<file path="src/rtl/shrimp_pkg.sv">
// Shared types and sizes for the shrimp operand-fetch stage.
//   DATA_W / REG_ADDR_W / NUM_REGS / OP_W : datapath and register-file sizing
//   word_t, reg_addr_t, op_t              : scalar field types
//   fetch_bundle_t                        : contents of the output slot to execute
//   addr_hit()                            : qualified address match helper
package shrimp_pkg;

  localparam int DATA_W     = 16;
  localparam int REG_ADDR_W = 4;
  localparam int NUM_REGS   = 2 ** REG_ADDR_W;
  localparam int OP_W       = 8;

  typedef logic [DATA_W-1:0]     word_t;
  typedef logic [REG_ADDR_W-1:0] reg_addr_t;
  typedef logic [OP_W-1:0]       op_t;

  typedef struct packed {
    word_t     a;
    word_t     b;
    reg_addr_t rd;
    logic      rd_en;
    op_t       op;
  } fetch_bundle_t;

  // True when an enabled port addresses register y.
  function automatic logic addr_hit(input logic en, input reg_addr_t x, input reg_addr_t y);
    return en && (x == y);
  endfunction

endpackage

</file>
<file path="src/rtl/shrimp_scoreboard.sv">
// Register busy scoreboard for the shrimp operand-fetch stage.
//   clock, reset_n          : clock, asynchronous active-low reset
//   set_en / set_addr       : mark a register busy (an instruction was accepted)
//   clr_en / clr_addr       : write-back completed, register no longer busy
//   rel_en / rel_addr       : flushed instruction released its destination
//   look_a / look_b / look_d: three lookup addresses
//   eff_a / eff_b / eff_d   : effective busy for each lookup (same-cycle
//                             write-back already taken into account)
module shrimp_scoreboard
  import shrimp_pkg::*;
(
  input  logic                  clock,
  input  logic                  reset_n,
  input  logic                  set_en,
  input  logic [REG_ADDR_W-1:0] set_addr,
  input  logic                  clr_en,
  input  logic [REG_ADDR_W-1:0] clr_addr,
  input  logic                  rel_en,
  input  logic [REG_ADDR_W-1:0] rel_addr,
  input  logic [REG_ADDR_W-1:0] look_a,
  input  logic [REG_ADDR_W-1:0] look_b,
  input  logic [REG_ADDR_W-1:0] look_d,
  output logic                  eff_a,
  output logic                  eff_b,
  output logic                  eff_d
);

  logic [NUM_REGS-1:0] busy_reg;
  logic [NUM_REGS-1:0] busy_next;
  logic [NUM_REGS-1:0] busy_eff;

  genvar gi;
  generate
    for (gi = 0; gi < NUM_REGS; gi++) begin : g_bit
      logic set_hit;
      logic clr_hit;
      logic rel_hit;
      assign set_hit = addr_hit(set_en, set_addr, reg_addr_t'(gi));
      assign clr_hit = addr_hit(clr_en, clr_addr, reg_addr_t'(gi));
      assign rel_hit = addr_hit(rel_en, rel_addr, reg_addr_t'(gi));
      // A new writer accepted in the same cycle its predecessor retires must
      // stay busy, so set dominates both kinds of clear.
      assign busy_next[gi] = set_hit | (busy_reg[gi] & ~clr_hit & ~rel_hit);
      // Only a write-back unblocks readers this cycle; its value is bypassed.
      assign busy_eff[gi]  = busy_reg[gi] & ~clr_hit;
    end
  endgenerate

  always_ff @(posedge clock or negedge reset_n) begin
    if (!reset_n) begin
      busy_reg <= '0;
    end else begin
      busy_reg <= busy_next;
    end
  end

  assign eff_a = busy_eff[look_a];
  assign eff_b = busy_eff[look_b];
  assign eff_d = busy_eff[look_d];

endmodule

</file>
<file path="src/rtl/shrimp_operand_fetch.sv">
// Operand-fetch stage of the shrimp CPU (decode -> execute).
//   clock, reset_n               : clock, asynchronous active-low reset
//   in_valid/in_ready            : decoded instruction handshake
//   in_rs_a/in_rs_b/in_rd/in_rd_en/in_op : decoded instruction fields
//   reg_r_a_addr/reg_r_b_addr    : register-file read addresses
//   reg_r_a_val/reg_r_b_val      : register-file read data (combinational)
//   wb_valid/wb_addr/wb_val      : register-file write port, bypassed here
//   flush                        : discard the output slot
//   out_valid/out_ready          : operand bundle handshake to execute
//   out_a/out_b/out_rd/out_rd_en/out_op : registered operand bundle
module shrimp_operand_fetch
  import shrimp_pkg::*;
(
  input  logic                  clock,
  input  logic                  reset_n,
  input  logic                  in_valid,
  output logic                  in_ready,
  input  logic [REG_ADDR_W-1:0] in_rs_a,
  input  logic [REG_ADDR_W-1:0] in_rs_b,
  input  logic [REG_ADDR_W-1:0] in_rd,
  input  logic                  in_rd_en,
  input  logic [OP_W-1:0]       in_op,
  output logic [REG_ADDR_W-1:0] reg_r_a_addr,
  output logic [REG_ADDR_W-1:0] reg_r_b_addr,
  input  logic [DATA_W-1:0]     reg_r_a_val,
  input  logic [DATA_W-1:0]     reg_r_b_val,
  input  logic                  wb_valid,
  input  logic [REG_ADDR_W-1:0] wb_addr,
  input  logic [DATA_W-1:0]     wb_val,
  input  logic                  flush,
  output logic                  out_valid,
  input  logic                  out_ready,
  output logic [DATA_W-1:0]     out_a,
  output logic [DATA_W-1:0]     out_b,
  output logic [REG_ADDR_W-1:0] out_rd,
  output logic                  out_rd_en,
  output logic [OP_W-1:0]       out_op
);

  fetch_bundle_t slot_reg;
  fetch_bundle_t slot_next;
  logic          out_valid_reg;

  word_t opnd_a;
  word_t opnd_b;
  logic  busy_a;
  logic  busy_b;
  logic  busy_d;
  logic  hazard;
  logic  accept;
  logic  release_en;

  // Register file is read unconditionally so the data is ready whenever the
  // instruction becomes acceptable.
  assign reg_r_a_addr = in_rs_a;
  assign reg_r_b_addr = in_rs_b;

  // Same-cycle write-back bypass: the register file only shows the new value
  // after the edge, so the write port is forwarded directly.
  assign opnd_a = addr_hit(wb_valid, wb_addr, in_rs_a) ? wb_val : reg_r_a_val;
  assign opnd_b = addr_hit(wb_valid, wb_addr, in_rs_b) ? wb_val : reg_r_b_val;

  // A flushed slot never writes back, so its destination is released here.
  assign release_en = flush && out_valid_reg && slot_reg.rd_en;

  shrimp_scoreboard u_scoreboard (
    .clock    (clock),
    .reset_n  (reset_n),
    .set_en   (accept && in_rd_en),
    .set_addr (in_rd),
    .clr_en   (wb_valid),
    .clr_addr (wb_addr),
    .rel_en   (release_en),
    .rel_addr (slot_reg.rd),
    .look_a   (in_rs_a),
    .look_b   (in_rs_b),
    .look_d   (in_rd),
    .eff_a    (busy_a),
    .eff_b    (busy_b),
    .eff_d    (busy_d)
  );

  // Both sources are always read, so both are always checked (RAW); the
  // destination check (WAW) keeps one outstanding writer per register.
  assign hazard   = busy_a || busy_b || (in_rd_en && busy_d);
  assign in_ready = reset_n && !flush && !hazard && (!out_valid_reg || out_ready);
  assign accept   = in_valid && in_ready;

  always_comb begin
    slot_next = '{a: opnd_a, b: opnd_b, rd: in_rd, rd_en: in_rd_en, op: in_op};
  end

  // Single output slot: contents change only on accept, so they hold stable
  // under back-pressure. Flush or consume without a new accept empties it.
  always_ff @(posedge clock or negedge reset_n) begin
    if (!reset_n) begin
      slot_reg      <= '0;
      out_valid_reg <= 1'b0;
    end else if (accept) begin
      slot_reg      <= slot_next;
      out_valid_reg <= 1'b1;
    end else if (flush || out_ready) begin
      out_valid_reg <= 1'b0;
    end
  end

  assign out_valid = out_valid_reg;
  assign out_a     = slot_reg.a;
  assign out_b     = slot_reg.b;
  assign out_rd    = slot_reg.rd;
  assign out_rd_en = slot_reg.rd_en;
  assign out_op    = slot_reg.op;

endmodule

</file>
<file path="config.mk">
export PLATFORM = sky130hd
export DESIGN_NAME = shrimp_operand_fetch
export DESIGN_NICKNAME = d
export VERILOG_FILES = /design/src/rtl/shrimp_pkg.sv /design/src/rtl/shrimp_scoreboard.sv /design/src/rtl/shrimp_operand_fetch.sv
export SDC_FILE = /design/constraint.sdc
export NUM_CORES = 1
export LEC_CHECK = 0
export ABC_CLOCK_PERIOD_IN_PS = 3260
export BUFFER_PORTS_ARGS = -buffer_cell sky130_fd_sc_hd__buf_2
export CAP_MARGIN = 20
export CORE_AREA = 3 3 93 95
export CTS_CLUSTER_DIAMETER = 30
export DETAILED_ROUTE_END_ITERATION = 10
export DIE_AREA = 0 0 96 98
export PLACE_DENSITY_LB_ADDON = 0.3
export SKIP_LAST_GASP = 1
export SLEW_MARGIN = 30
export SYNTH_ARGS = -nofsm -noshare
export SYNTH_HDL_FRONTEND = slang
export SYNTH_SLANG_ARGS = --single-unit
</file>
<file path="constraint.sdc">
create_clock -name clock -period 3.26 [get_ports clock]
set_input_delay 0.326 -clock clock [delete_from_list [all_inputs] [get_ports clock]]
set_output_delay 0.326 -clock clock [all_outputs]
set_load 0.02 [all_outputs]
</file>
== Word level (Yosys, flattened, before mapping) ==
Cells that the tools add are included.
Operators by class
  magnitude comparators: 3
  equality and inequality tests: 47
  multiplexer cells: 10
  bitwise logic cells: 80
  reductions and logical operators: 69
Operators with widths (number)
  equality test 4 bit, second input constant: 24
  logical AND 1 bit: 58
  equality test 4 x 3 -> 1 bit, second input constant: 12
  bitwise AND 1 bit: 32
  two-way mux 16 bit: 2
  inverter 1 bit: 32
  equality test 4 x 2 -> 1 bit, second input constant: 6
  OR 1 bit: 16
  < comparator 4 x 5 -> 1 bit, second input constant: 3
  binary-select mux 1 bit (select 4 bit): 3
  equality test 4 x 1 -> 1 bit, second input constant: 3
  logical NOT 4 bit: 3
  equality test 4 bit: 2
  two-way mux 1 bit: 5
  logical OR 1 bit: 4
  logical NOT 1 bit: 3
  nonzero test 2 bit: 1
Word-level totals
  register bits: 62
  logic and storage cells: 216

== Longest topological paths before layout ==
Gate-level depths: netlist of run 1.
  depth after elaboration: 15
  depth in mapped cells: 11

== Cells and area by module ==
From an unflattened synthesis of run 1, not the netlist that was laid out.
Second synthesis, totals
  cells, all modules: 430
  area total of the unflattened synthesis: 3723.6 µm²
By module, submodules not included
  shrimp_operand_fetch: times used 1, cells each 268, area an instance 2374.8 µm², seq. area each 1151.1 µm²
  shrimp_scoreboard: times used 1, cells each 162, area an instance 1348.8 µm², seq. area each 400.4 µm²

== Least setup slack after synthesis of run 1 ==
Ideal clock, no wire load.
  path kind: input port to flip-flop
  from: input port wb_addr[2]
  to: register slot_reg (netlist bit out_a[0])
  arrival: 2.692 ns
  required time: 3.135 ns
  path slack: 0.443 ns
  stages on the path: 11
  buffers on the path: 4
  cells stage by stage: buf_2 -> or3b_1 -> buf_2 -> o211ai_2 -> a2111oi_0 -> a2111o_1 -> a211o_1 -> a211o_1 -> buf_6 -> buf_6 -> mux2_4
Between the ends
  word-level cells in the longest chain between the ends: 12
  elaborated cells between the ends (all ways): 80
  those cells by class: 16 x eq/ne; 7 x mux; 32 x bitwise; 25 x reduce/logical
Ends and longest elaborated chain
  from (decl): RTL line shrimp_operand_fetch.sv:28  | input logic [REG_ADDR_W-1:0] wb_addr,
  equality test 4 x 1 -> 1 bit (tied with other cells): RTL line shrimp_pkg.sv:27  | return en && (x == y);
  logical AND 1 bit: RTL line shrimp_pkg.sv:27
  inverter 1 bit: RTL line shrimp_scoreboard.sv:45  | assign busy_eff[gi] = busy_reg[gi] & ~clr_hit;
  bitwise AND 1 bit: RTL line shrimp_scoreboard.sv:45
  binary-select mux 1 bit (select 4 bit), on equally long branches: RTL line shrimp_scoreboard.sv:57, shrimp_scoreboard.sv:58, shrimp_scoreboard.sv:59
  two-way mux 1 bit, on equally long branches: RTL line shrimp_scoreboard.sv:57, shrimp_scoreboard.sv:58, shrimp_scoreboard.sv:59
  logical OR 1 bit / logical AND 1 bit (equally long branches): RTL line shrimp_operand_fetch.sv:85  | assign hazard = busy_a || busy_b || (in_rd_en && busy_d);
  logical OR 1 bit: RTL line shrimp_operand_fetch.sv:85
  logical NOT 1 bit: RTL line shrimp_operand_fetch.sv:86  | assign in_ready = reset_n && !flush && !hazard && (!out_valid_reg || out_ready);
  logical AND 1 bit (2 in a row): RTL line shrimp_operand_fetch.sv:86
  logical AND 1 bit: RTL line shrimp_operand_fetch.sv:87  | assign accept = in_valid && in_ready;
  to (signal assigned): RTL line shrimp_operand_fetch.sv:100  | slot_reg <= slot_next;
  to (decl): RTL line shrimp_operand_fetch.sv:40  | fetch_bundle_t slot_reg;
Parallel ways exist; a longest one is shown, timed or not. The select of a mux whose other input is x is not followed.
A chain may end at the register's enable or synchronous reset.

== Worst setup path in the final report of run 1 ==
  from: input port wb_addr[3]
  to: output port in_ready
Between the ends
  word-level cells in the longest chain between the ends: 11
  elaborated cells between the ends (all ways): 76
  those cells by class: 15 x eq/ne; 6 x mux; 32 x bitwise; 23 x reduce/logical
Ends and longest elaborated chain
  equality test 4 x 1 -> 1 bit (tied with other cells): RTL line shrimp_pkg.sv:27
  logical AND 1 bit: RTL line shrimp_pkg.sv:27
  inverter 1 bit: RTL line shrimp_scoreboard.sv:45
  bitwise AND 1 bit: RTL line shrimp_scoreboard.sv:45
  binary-select mux 1 bit (select 4 bit), on equally long branches: RTL line shrimp_scoreboard.sv:57, shrimp_scoreboard.sv:58, shrimp_scoreboard.sv:59
  two-way mux 1 bit, on equally long branches: RTL line shrimp_scoreboard.sv:57, shrimp_scoreboard.sv:58, shrimp_scoreboard.sv:59
  logical OR 1 bit / logical AND 1 bit (equally long branches): RTL line shrimp_operand_fetch.sv:85
  logical OR 1 bit *: RTL line shrimp_operand_fetch.sv:85
  logical NOT 1 bit *: RTL line shrimp_operand_fetch.sv:86
  logical AND 1 bit * (2 in a row): RTL line shrimp_operand_fetch.sv:86
  to (decl): RTL line shrimp_operand_fetch.sv:17  | output logic in_ready,
Every way passes the cells marked *; elsewhere a longest branch is shown, timed or not. The select of a mux whose other input is x is not followed.

==> impl_metrics.tcl, run 1 <==
set metrics [dict create \
    outcome "finished, final reports clean" \
    design.die.area_um2 9408 \
    placed_cells_incl_taps 562 \
    worst-path-max-fanout 7 \
    num_antenna_cells 0 \
    yosysMostFrequentCell "dfrtp_1" \
    cp_num_buf_inv 3 \
    syn-mean-instance-area_um2 11.55 \
    power_density_nw_per_um2 586.9 \
    worst_path_dominant_cell_family "compound AO/OA/AOI/OAI gates" \
    synth.mux.area_fraction_pct 28.76 \
    finalHoldViolations 0 \
    yosysSeqAreaShare_pct 39.06 \
    tritoncts.num_buffers 9 \
    hold_path.startpoint "flush" \
    drtIter0Drc 194 \
    design.portCount 134 \
    path_clk_slew_ns 0.07 \
    first_global_vias 3485 \
    synthToLayoutAreaGrowth_pct 24.47 \
    die_w_um 96 \
    rsz0062_at_grt "no" \
    worst_hold_path_type "in -> reg" \
    fin_setup_tns_ns 0 \
    critPathMostFrequentCell "buf_2" \
    drcViolationCount 0 \
    chipHeight_um 98 \
    yosys_warnings 0 \
    synth_edf_count 0 \
    cpPeakStageDelay_ns 0.49 \
    asyncSetResetFlopFracSynth_pct 100.0 \
    synth_largest_type_area_fraction_pct 39.06 \
    grt_use_total_pct 23.49 \
    endpoint_kind "primary output" \
    timing.final.crit_share_pct 84.85 \
    maximum_operating_frequency_ghz 0.3615 \
    grt_overflow 0 \
    post_layout_instance_count_excluding_filler_cells 578 \
    initial_utilization_pct 50.88 \
    cell_chain_critical_path "buf_2 > nand3_1 > buf_4 > o21ai_0 > o2111a_1 > a211oi_1 > a211o_1 > and4b_1 > buf_2" \
    cts_setup_buffers 0 \
    syn-cell-area_um2 3973 \
    worst_path_max_delay_cell "o21ai_0" \
    postCtsResizedCells 0 \
    worst_setup_path_start_kind "input port" \
    post-route-util_pct 63.33 \
    clock-root-buffer "clkbuf_8" \
    cts_hold_repair.buffers 0 \
    yosys.area_share.xor_xnor_pct 1.764 \
    cts_h_tree_depth 3 \
    yosysTopAreaCell "dfrtp_1" \
    clock_sink_count 62 \
    netlist_instances 344 \
    synth.ff_latch_count 62 \
    place.detailed.hpwl_mm 7.881 \
    detailroute.via_count 3350 \
    synth_top_family_by_area "multiplexers" \
    cap_viol_max_count 0 \
    min_period_ns 2.766 \
    antenna_violations_before_repair 0 \
    drt-wirelength-per-cell_um 18.43 \
    crit-reg2reg-launch "u_scoreboard.busy_reg[13]" \
    critPathRequiredTime_ns 2.93 \
    rows 32 \
    cts.path.max_buffers 2 \
    antenna_left 0 \
    via_per_inst 5.796 \
    dr.pass1.iters 4 \
    timing.final.max_slew_violations 0 \
    synthTopCellsByCount "dfrtp_1, mux2_4, mux2_2" \
    power_leakage_uw 0.002428 \
    tritoncts "built" \
    synthAdderAreaFrac_pct 0 \
    fin_hold_ws_ns 0.1902 \
    dominantRegCellSynth "dfrtp_1" \
    worstSkewPairLatency_ns 0.34 \
    worstSetupStartpoint "wb_addr[3]" \
    arrival_ns 2.44 \
    synth_compound_area_share_pct 15.21 \
    yosys-top-cells-area "dfrtp_1, mux2_4, mux2_2" \
    synth_simple_gate_area_share_pct 9.795 \
    drive_gt1_share_pct 52.73 \
    post-place-ws_ns 0.2469 \
    core_area_um2 7807 \
    routed_wirelength_mm 10.65 \
    postSynthNetCount 423 \
    power.ir.vdd_worst_mv 0.3664 \
    global_placer_s_final_weighted_congestion 0.9693 \
    final_net_count 550 \
    setup-violations-final 0 \
    synth_cell_type_count 56 \
    grt_max_degree 63 \
    critical_path_class "in -> out" \
    slew_headroom_pct 48.81 \
    fin_ws_ns 0.4940 \
    tightest_slew_ns 0.7678 \
    grt_first_pass_wirelength_mm 17.29 \
    final.setup_skew_ns 0.01376 \
    port_buffers 133 \
]
routing by layer:
layer  part of all wire, %  vias up  track usage, %
li1                      -     1539               -
met1                    41     1633           30.81
met2                    49      155           37.28
met3                   8.2       23           6.086
met4                   2.1        0           8.206
met5                     0        -               0
stage by stage:
step	power, µW	cell area, µm²
2_1_floorplan	1738	3973
3_3_place_gp	2078	4708
3_5_place_dp	2097	4708
4_1_cts	2921	4945
5_1_grt	3042	4945
6_report	2902	4945
power breakdown:
group,leakage (µW),total [µW],internal (µW),switching [µW]
sequential,0.000771,1090,957,134
combinational,0.00154,996,473,523
clock,0.000121,815,508,307
placed cells by master (no fill, tap or decap), drive strengths merged, types with 3 or more instances in the layout:
cell type | netlist | final
nor4 | 4 | 4
inv | 5 | 6
o21bai | 8 | 8
nand3 | 10 | 10
nand3b | 6 | 6
o41ai | 3 | 3
o211ai | 10 | 10
and3 | 3 | 3
nand2b | 8 | 8
or3 | 4 | 4
mux2 | 78 | 78
bufinv | 0 | 3
mux2i | 8 | 8
dfrtp | 62 | 62
buf | 21 | 147
o21ai | 18 | 18
or2 | 4 | 4
nand2 | 14 | 14
o31ai | 11 | 11
clkbuf | 10 | 10
xor2 | 6 | 6
a21oi | 4 | 4
o22ai | 5 | 5
nor2 | 8 | 8
cell families (layout without fill, tap and decap cells):
kind of cell	count (synthesis)	count (layout)
xor+xnor	8	8
buf+inv	36	168
mux	87	87
simple gates	70	70
flops	62	62
compound gates	81	81
path summary, 6_finish.rpt:
path	slack [ns]	depth (start not counted)	to
worst max-delay path	0.49	9	in_ready
worst min-delay path	0.19	2	out_valid
worst max register to register	0.73	7	out_op[2]
worst min register to register	0.51	1	out_b[15]
max in group asynchronous	2.55	2	u_scoreboard.busy_reg[4]
min in group asynchronous	0.22	2	out_b[2]
cell type report:
class | count | area, µm²
timing repair buffer | 147 | 783.3
clock inverter | 6 | 108.9
tap | 102 | 127.6
multi-input combinational | 246 | 2227
clock buffer | 10 | 127.6
fill | 654 | 2863
sequential | 62 | 1551
inverter | 5 | 18.77
Power figures use the tool's default switching activity.
==> inputs of run 2 (changes only) <==
--- a/config.mk
+++ b/config.mk
@@ -5,13 +5,14 @@
 export SDC_FILE = /design/constraint.sdc
 export NUM_CORES = 1
 export LEC_CHECK = 0
-export ABC_CLOCK_PERIOD_IN_PS = 3260
+export ABC_AREA = 1
+export ABC_CLOCK_PERIOD_IN_PS = 2300
 export BUFFER_PORTS_ARGS = -buffer_cell sky130_fd_sc_hd__buf_2
 export CAP_MARGIN = 20
-export CORE_AREA = 3 3 93 95
+export CORE_AREA = 3 3 97 99
 export CTS_CLUSTER_DIAMETER = 30
 export DETAILED_ROUTE_END_ITERATION = 10
-export DIE_AREA = 0 0 96 98
+export DIE_AREA = 0 0 100 102
 export PLACE_DENSITY_LB_ADDON = 0.3
 export SKIP_LAST_GASP = 1
 export SLEW_MARGIN = 30
==> constraint.sdc (replaced) <==
create_clock -name clock -period 2.3 [get_ports clock]
set_input_delay 0.23 -clock clock [delete_from_list [all_inputs] [get_ports clock]]
set_output_delay 0.23 -clock clock [all_outputs]
set_load 0.02 [all_outputs]
==> impl_metrics.tcl, run 2 <==
set metrics [dict create \
    outcome "finished, final reports clean" \
    dominantRegCellSynth "dfrtp_1" \
    power_frac_clock_pct 24.8 \
    multiInputGateArea_um2 1978 \
    final_net_count 786 \
    dr.pass1.iters 6 \
    post-layout-total-power_uw 3802 \
    timing.final.max_slew_violations 0 \
    cts_hold_repair.buffers 0 \
    timing.final.crit_share_pct 95.06 \
    synth_cell_type_count 30 \
    synth.ff_latch_count 62 \
    worst_setup_path_start_kind "input port" \
    arrival_ns 1.96 \
    final.fill_count 862 \
    fin_setup_tns_ns 0 \
    first_global_vias 3915 \
    asyncSetResetFlopFracSynth_pct 100.0 \
    worst-path-max-fanout 21 \
    netlist_instances 581 \
    clock_sink_count 62 \
    min_period_ns 2.186 \
    drt-wirelength-per-cell_um 14.96 \
    flip_flop_and_latch_area_um2 1551 \
    syn-cell-area_um2 3926 \
    r2r_end "out_a[15]" \
    reg2reg_depth 14 \
    final.setup_skew_ns 0.008826 \
    synth_largest_type_area_fraction_pct 39.52 \
    ff_to_ff_setup_slack_ns 0.38 \
    finalHoldViolations 0 \
    tritoncts.num_buffers 9 \
    power.ir.vdd_worst_mv 0.5122 \
    dpl-instance-area_um2 4667 \
    synthTopCellsByCount "nand2_1, nand3_1, dfrtp_1" \
    worst_path_dominant_cell_family "buffers and inverters" \
    critPathRequiredTime_ns 2.07 \
    design.portCount 134 \
    antenna_left 0 \
    p_int_uw 2314 \
    crit-reg2reg-launch "u_scoreboard.busy_reg[5]" \
    cap_viol_max_count 0 \
    power_density_nw_per_um2 779.9 \
    tritoncts "built" \
    critical_path_class "in -> out" \
    worstSkewPairLatency_ns 0.34 \
    cell_chain_critical_path "buf_2 > nand3_1 > o21ai_2 > buf_4 > nand2_1 > a21oi_1 > nor2_1 > nand2_1 > nand3_1 > nor2_4 > buf_12 > buf_2" \
    antenna_violations_before_repair 0 \
    setup-violations-final 0 \
    via_per_inst 5.314 \
    yosys-top-cells-area "dfrtp_1, nand2_1, nand3_1" \
    rsz0062_at_grt "no" \
    synth_edf_count 0 \
    final_cell_mix "nand2_1, buf_2, nand3_1" \
    mostFrequentLayoutCell "nand2_1" \
    power_leakage_uw 0.002879 \
    design.die.area_um2 10200 \
    path_clk_slew_ns 0.07 \
    rows 34 \
    maximum_operating_frequency_ghz 0.4574 \
    netSwitchingFraction_pct 39.13 \
    chipHeight_um 102 \
    die_w_um 100 \
    post_layout_instance_count_excluding_filler_cells 819 \
    syn-mean-instance-area_um2 6.758 \
    routed_wirelength_mm 12.25 \
    cp_num_buf_inv 4 \
    detailroute.via_count 4352 \
    port_buffers 133 \
    drcViolationCount 0 \
    num_antenna_cells 0 \
    cts.path.max_buffers 2 \
    yosys_warnings 0 \
    worst_hold_path_type "in -> async" \
    drtIter0Drc 336 \
    power_frac_seq_pct 40.5 \
    fin_ws_ns 0.1135 \
    place.detailed.hpwl_mm 9.314 \
    grt_first_pass_wirelength_mm 19.37 \
    initial_utilization_pct 45.47 \
    worst_path_max_delay_cell "o21ai_2" \
    yosysSeqAreaShare_pct 39.52 \
    clock-root-buffer "clkbuf_8" \
    postSynthNetCount 660 \
    post-place-ws_ns 0.007449 \
    core_area_um2 8636 \
    grt_max_degree 63 \
    yosysMostFrequentCell "nand2_1" \
    cts_h_tree_depth 3 \
    comb_power_share_pct 34.7 \
    cpPeakStageDelay_ns 0.25 \
    synthToLayoutAreaGrowth_pct 24.16 \
    global_placer_s_final_weighted_congestion 1.018 \
    slew_headroom_pct 47.85 \
    yosysTopAreaCell "dfrtp_1" \
    endpoint_kind "primary output" \
    final_area_um2 4875 \
    grt_overflow 0 \
    placed_cells_incl_taps 803 \
    grt_use_total_pct 23.88 \
    net-switching-power_uw 1487 \
    tightest_slew_ns 0.7823 \
    drive_gt1_share_pct 25.74 \
]
[run 2: cell count changes in the layout (fill, tap and decap cells not counted), moves of 16 or more]
| cell | before | now |
|---|---|---|
| nor2_1 | 8 | 34 |
| inv_1 | 5 | 39 |
| nand3_1 | 10 | 87 |
| mux2_2 | 35 | 0 |
| nand4_1 | 0 | 16 |
| nand2_1 | 14 | 223 |
| o21ai_0 | 15 | 33 |
| mux2_4 | 43 | 0 |
[run 2: repair_timing]
action                     in CTS  in global routing
gates resized for setup         0                  3
buffers inserted                1                  0
pin swaps                       1                  0
setup endpoints to repair       1                  1
cloned                          0                  0
[run 2: cells by family after synthesis]
family,share of synthesized area [%]
simple gates,39.48
buf+inv,10.55
compound gates,10.01
flops,39.52
xor+xnor,0.4462
[run 2: area by class of cell]
| type | count | area share (%) |
|---|---|---|
| clock inverters | 4 | 0.9754 |
| flip-flops and latches | 62 | 31.83 |
| repair buffers | 154 | 17.40 |
| multi-input cells | 434 | 40.58 |
| inverters | 46 | 3.542 |
| clock buffers | 11 | 2.900 |
| well taps | 108 | 2.772 |
[run 2: power by group through the flow]
| stage | Clock, µW | Combinational [µW] | Sequential, µW |
|---|---|---|---|
| final | 942 | 1320 | 1540 |
| after global routing | 1000 | 1440 | 1570 |
| after CTS | 959 | 1320 | 1540 |
| after detailed placement | 0 | 1330 | 1540 |
| after global placement | 0 | 1300 | 1540 |
| after floorplan | 0 | 483 | 1850 |
[run 2: worst max path at each step]
| stage | endpoint | cells past startpoint | from | slack, ns |
|---|---|---|---|---|
| 3_5_place_dp | in_ready | 12 | wb_addr[0] | 0.007 |
| 4_1_cts | in_ready | 10 | u_scoreboard.busy_reg[11] | 0.05 |
| 5_1_grt | in_ready | 15 | wb_addr[0] | 0.006 |
| 6_report | in_ready | 12 | wb_addr[1] | 0.11 |
| 3_3_place_gp | in_ready | 12 | wb_valid | -0.01 |
| 2_1_floorplan | out_rd[0] | 14 | wb_addr[2] | 0.49 |
[run 2: metal layers]
metal | up-vias | wire length, µm | part of all wire [%] | GRT usage, %
li1 | 2125 | - | - | -
met1 | 1977 | 5391 | 44 | 34.57
met2 | 224 | 5524 | 45 | 35.56
met3 | 26 | 1064 | 8.7 | 4.437
met4 | 0 | 274 | 2.2 | 9.223
met5 | - | 0 | 0 | 0
[run 2: worst reg2reg max path, stage by stage, from the launching register on]
cell and delay, ns:
dfrtp_1 0.40, o21ai_1 0.09, buf_4 0.17, nand2_1 0.05, nand2_1 0.05, nor2_1 0.04, nor2_1 0.07, nor2_1 0.05
nand2_1 0.05, nand3_1 0.11, nor2_4 0.16, buf_4 0.16, buf_4 0.24, nand3_1 0.11, nand2_1 0.10
[run 2: metrics by stage]
step	utilization [%]	hold WS, ns
2_1_floorplan	-	-0.06559
3_3_place_gp	54.04	0.4500
3_5_place_dp	54.04	0.4531
4_1_cts	56.32	0.1083
5_1_grt	56.45	0.1197
6_report	56.45	0.08823
==> inputs of run 3 (changes only) <==
--- a/config.mk
+++ b/config.mk
@@ -5,14 +5,15 @@
 export SDC_FILE = /design/constraint.sdc
 export NUM_CORES = 1
 export LEC_CHECK = 0
-export ABC_AREA = 1
-export ABC_CLOCK_PERIOD_IN_PS = 2300
+export ABC_AREA = 0
+export ABC_CLOCK_PERIOD_IN_PS = 2800
 export BUFFER_PORTS_ARGS = -buffer_cell sky130_fd_sc_hd__buf_2
 export CAP_MARGIN = 20
-export CORE_AREA = 3 3 97 99
+export CORE_AREA = 3 3 89 91
 export CTS_CLUSTER_DIAMETER = 30
+export CTS_CLUSTER_SIZE = 16
 export DETAILED_ROUTE_END_ITERATION = 10
-export DIE_AREA = 0 0 100 102
+export DIE_AREA = 0 0 92 94
 export PLACE_DENSITY_LB_ADDON = 0.3
 export SKIP_LAST_GASP = 1
 export SLEW_MARGIN = 30
==> constraint.sdc (replaced) <==
create_clock -name clock -period 2.8 [get_ports clock]
set_input_delay 0.28 -clock clock [delete_from_list [all_inputs] [get_ports clock]]
set_output_delay 0.28 -clock clock [all_outputs]
set_load 0.02 [all_outputs]
==> impl_metrics.tcl, run 3 (synthesized netlist as in run 1, its figures left out) <==
set metrics [dict create \
    outcome "finished, final reports clean" \
    arrival_ns 2.33 \
    design.die.area_um2 8648 \
    drt-wirelength-per-cell_um 17.64 \
    placed_cells_incl_taps 583 \
    antenna_violations_before_repair 0 \
    drcViolationCount 0 \
    mostFrequentLayoutCell "buf_2" \
    timing.final.crit_share_pct 93.35 \
    critPathRequiredTime_ns 2.52 \
    slew_headroom_pct 49.05 \
    worst-path-max-fanout 8 \
    critical_path_class "in -> out" \
    timing.final.max_slew_violations 0 \
    worstSkewPairLatency_ns 0.33 \
    cts_hold_repair.buffers 0 \
    routed_wirelength_mm 10.55 \
    power_frac_seq_pct 39.9 \
    clock_sink_count 62 \
    rows 31 \
    via_per_inst 5.671 \
    power.ir.vdd_worst_mv 0.4056 \
    antenna_left 0 \
    core_area_um2 7214 \
    fin_hold_ws_ns 0.1684 \
    cts_h_tree_depth 3 \
    initial_utilization_pct 55.06 \
    multiInputGateArea_um2 2220 \
    chipHeight_um 94 \
    final_net_count 574 \
    tightest_slew_ns 0.7643 \
    drtIter0Drc 303 \
    flip_flop_and_latch_area_um2 1551 \
    power_frac_clock_pct 23.0 \
    maximum_operating_frequency_ghz 0.3826 \
    grt_use_total_pct 25.59 \
    global_placer_s_final_weighted_congestion 0.9472 \
    grt_max_degree 63 \
    port_buffers 133 \
    post_layout_instance_count_excluding_filler_cells 598 \
    tritoncts.num_buffers 9 \
    grt_overflow 0 \
    endpoint_kind "primary output" \
    final_cell_mix "buf_2, dfrtp_1, mux2_4" \
    net-switching-power_uw 1098 \
    post-place-ws_ns -0.1102 \
    synthToLayoutAreaGrowth_pct 27.94 \
    tritoncts "built" \
    worst_setup_path_start_kind "input port" \
    cap_viol_max_count 0 \
    final.fill_count 570 \
    netSwitchingFraction_pct 34.38 \
    detailroute.via_count 3391 \
    power_leakage_uw 0.002522 \
    place.detailed.hpwl_mm 8.009 \
    post-route-util_pct 70.45 \
    design.portCount 134 \
    power_density_nw_per_um2 628.6 \
    comb_power_share_pct 37.1 \
    cts.path.max_buffers 2 \
    setup-violations-final 0 \
    dr.pass1.iters 7 \
    num_antenna_cells 0 \
    cts_setup_buffers 0 \
    finalHoldViolations 0 \
    die_w_um 92 \
    final.setup_skew_ns 0.009425 \
    min_period_ns 2.614 \
    p_int_uw 2097 \
    rsz0062_at_grt "no" \
    first_global_vias 3578 \
    worst_hold_path_type "in -> async" \
    fin_ws_ns 0.1862 \
    drive_gt1_share_pct 54.71 \
    fin_setup_tns_ns 0 \
    path_clk_slew_ns 0.07 \
    clock-root-buffer "clkbuf_8" \
    postCtsResizedCells 0 \
    grt_first_pass_wirelength_mm 17.53 \
]
==> run 3: layout make-up <==
cell class	count	area share [%]
clock buffers	11	2.585
clock inverters	4	0.9601
inverters	5	0.3693
multi-input cells	246	43.67
flip-flops and latches	62	30.53
well taps	99	2.437
repair buffers	171	19.45
==> run 3: path summary, 6_finish.rpt <==
check / startpoint / to / slack [ns] / depth (start not counted)
min in group clock: flush / out_valid / 0.17 / 2
max in group asynchronous: reset_n / u_scoreboard.busy_reg[12] / 2.11 / 2
setup / recovery: wb_addr[3] / in_ready / 0.19 / 8
hold reg to reg: out_a[12] / out_a[12] / 0.50 / 1
setup reg to reg: u_scoreboard.busy_reg[15] / out_a[8] / 0.33 / 7
hold / removal: reset_n / out_a[9] / 0.17 / 2
==> run 3: metal layers <==
metal | vias to the layer above | wire, µm | GRT usage [%]
li1 | 1583 | - | -
met3 | 24 | 659 | 5.048
met2 | 149 | 5029 | 40.94
met5 | - | 0 | 0
met1 | 1635 | 4651 | 34.61
met4 | 0 | 209 | 9.406
==> run 3: power by group through the flow <==
stage | registers [µW] | logic (µW) | clock network, µW
2_1_floorplan | 1510 | 515 | 0
3_3_place_gp | 1280 | 1170 | 0
3_5_place_dp | 1270 | 1200 | 0
4_1_cts | 1270 | 1190 | 752
5_1_grt | 1300 | 1260 | 789
6_report | 1280 | 1180 | 735
==> run 3: worst max-delay path, stage by stage <==
cell       delay [ns]
buf_2            0.14
or3b_1           0.50
o211ai_2         0.18
a2111oi_0        0.11
a2111o_1         0.40
a211o_1          0.29
and4b_1          0.27
buf_2            0.17
==> run 3: stage by stage <==
step,total power [µW],instance area [µm²]
global placement,2452,4902
CTS,3220,5082
finish,3195,5082
global route,3356,5082
floorplan,2024,3973
detailed placement,2471,4902
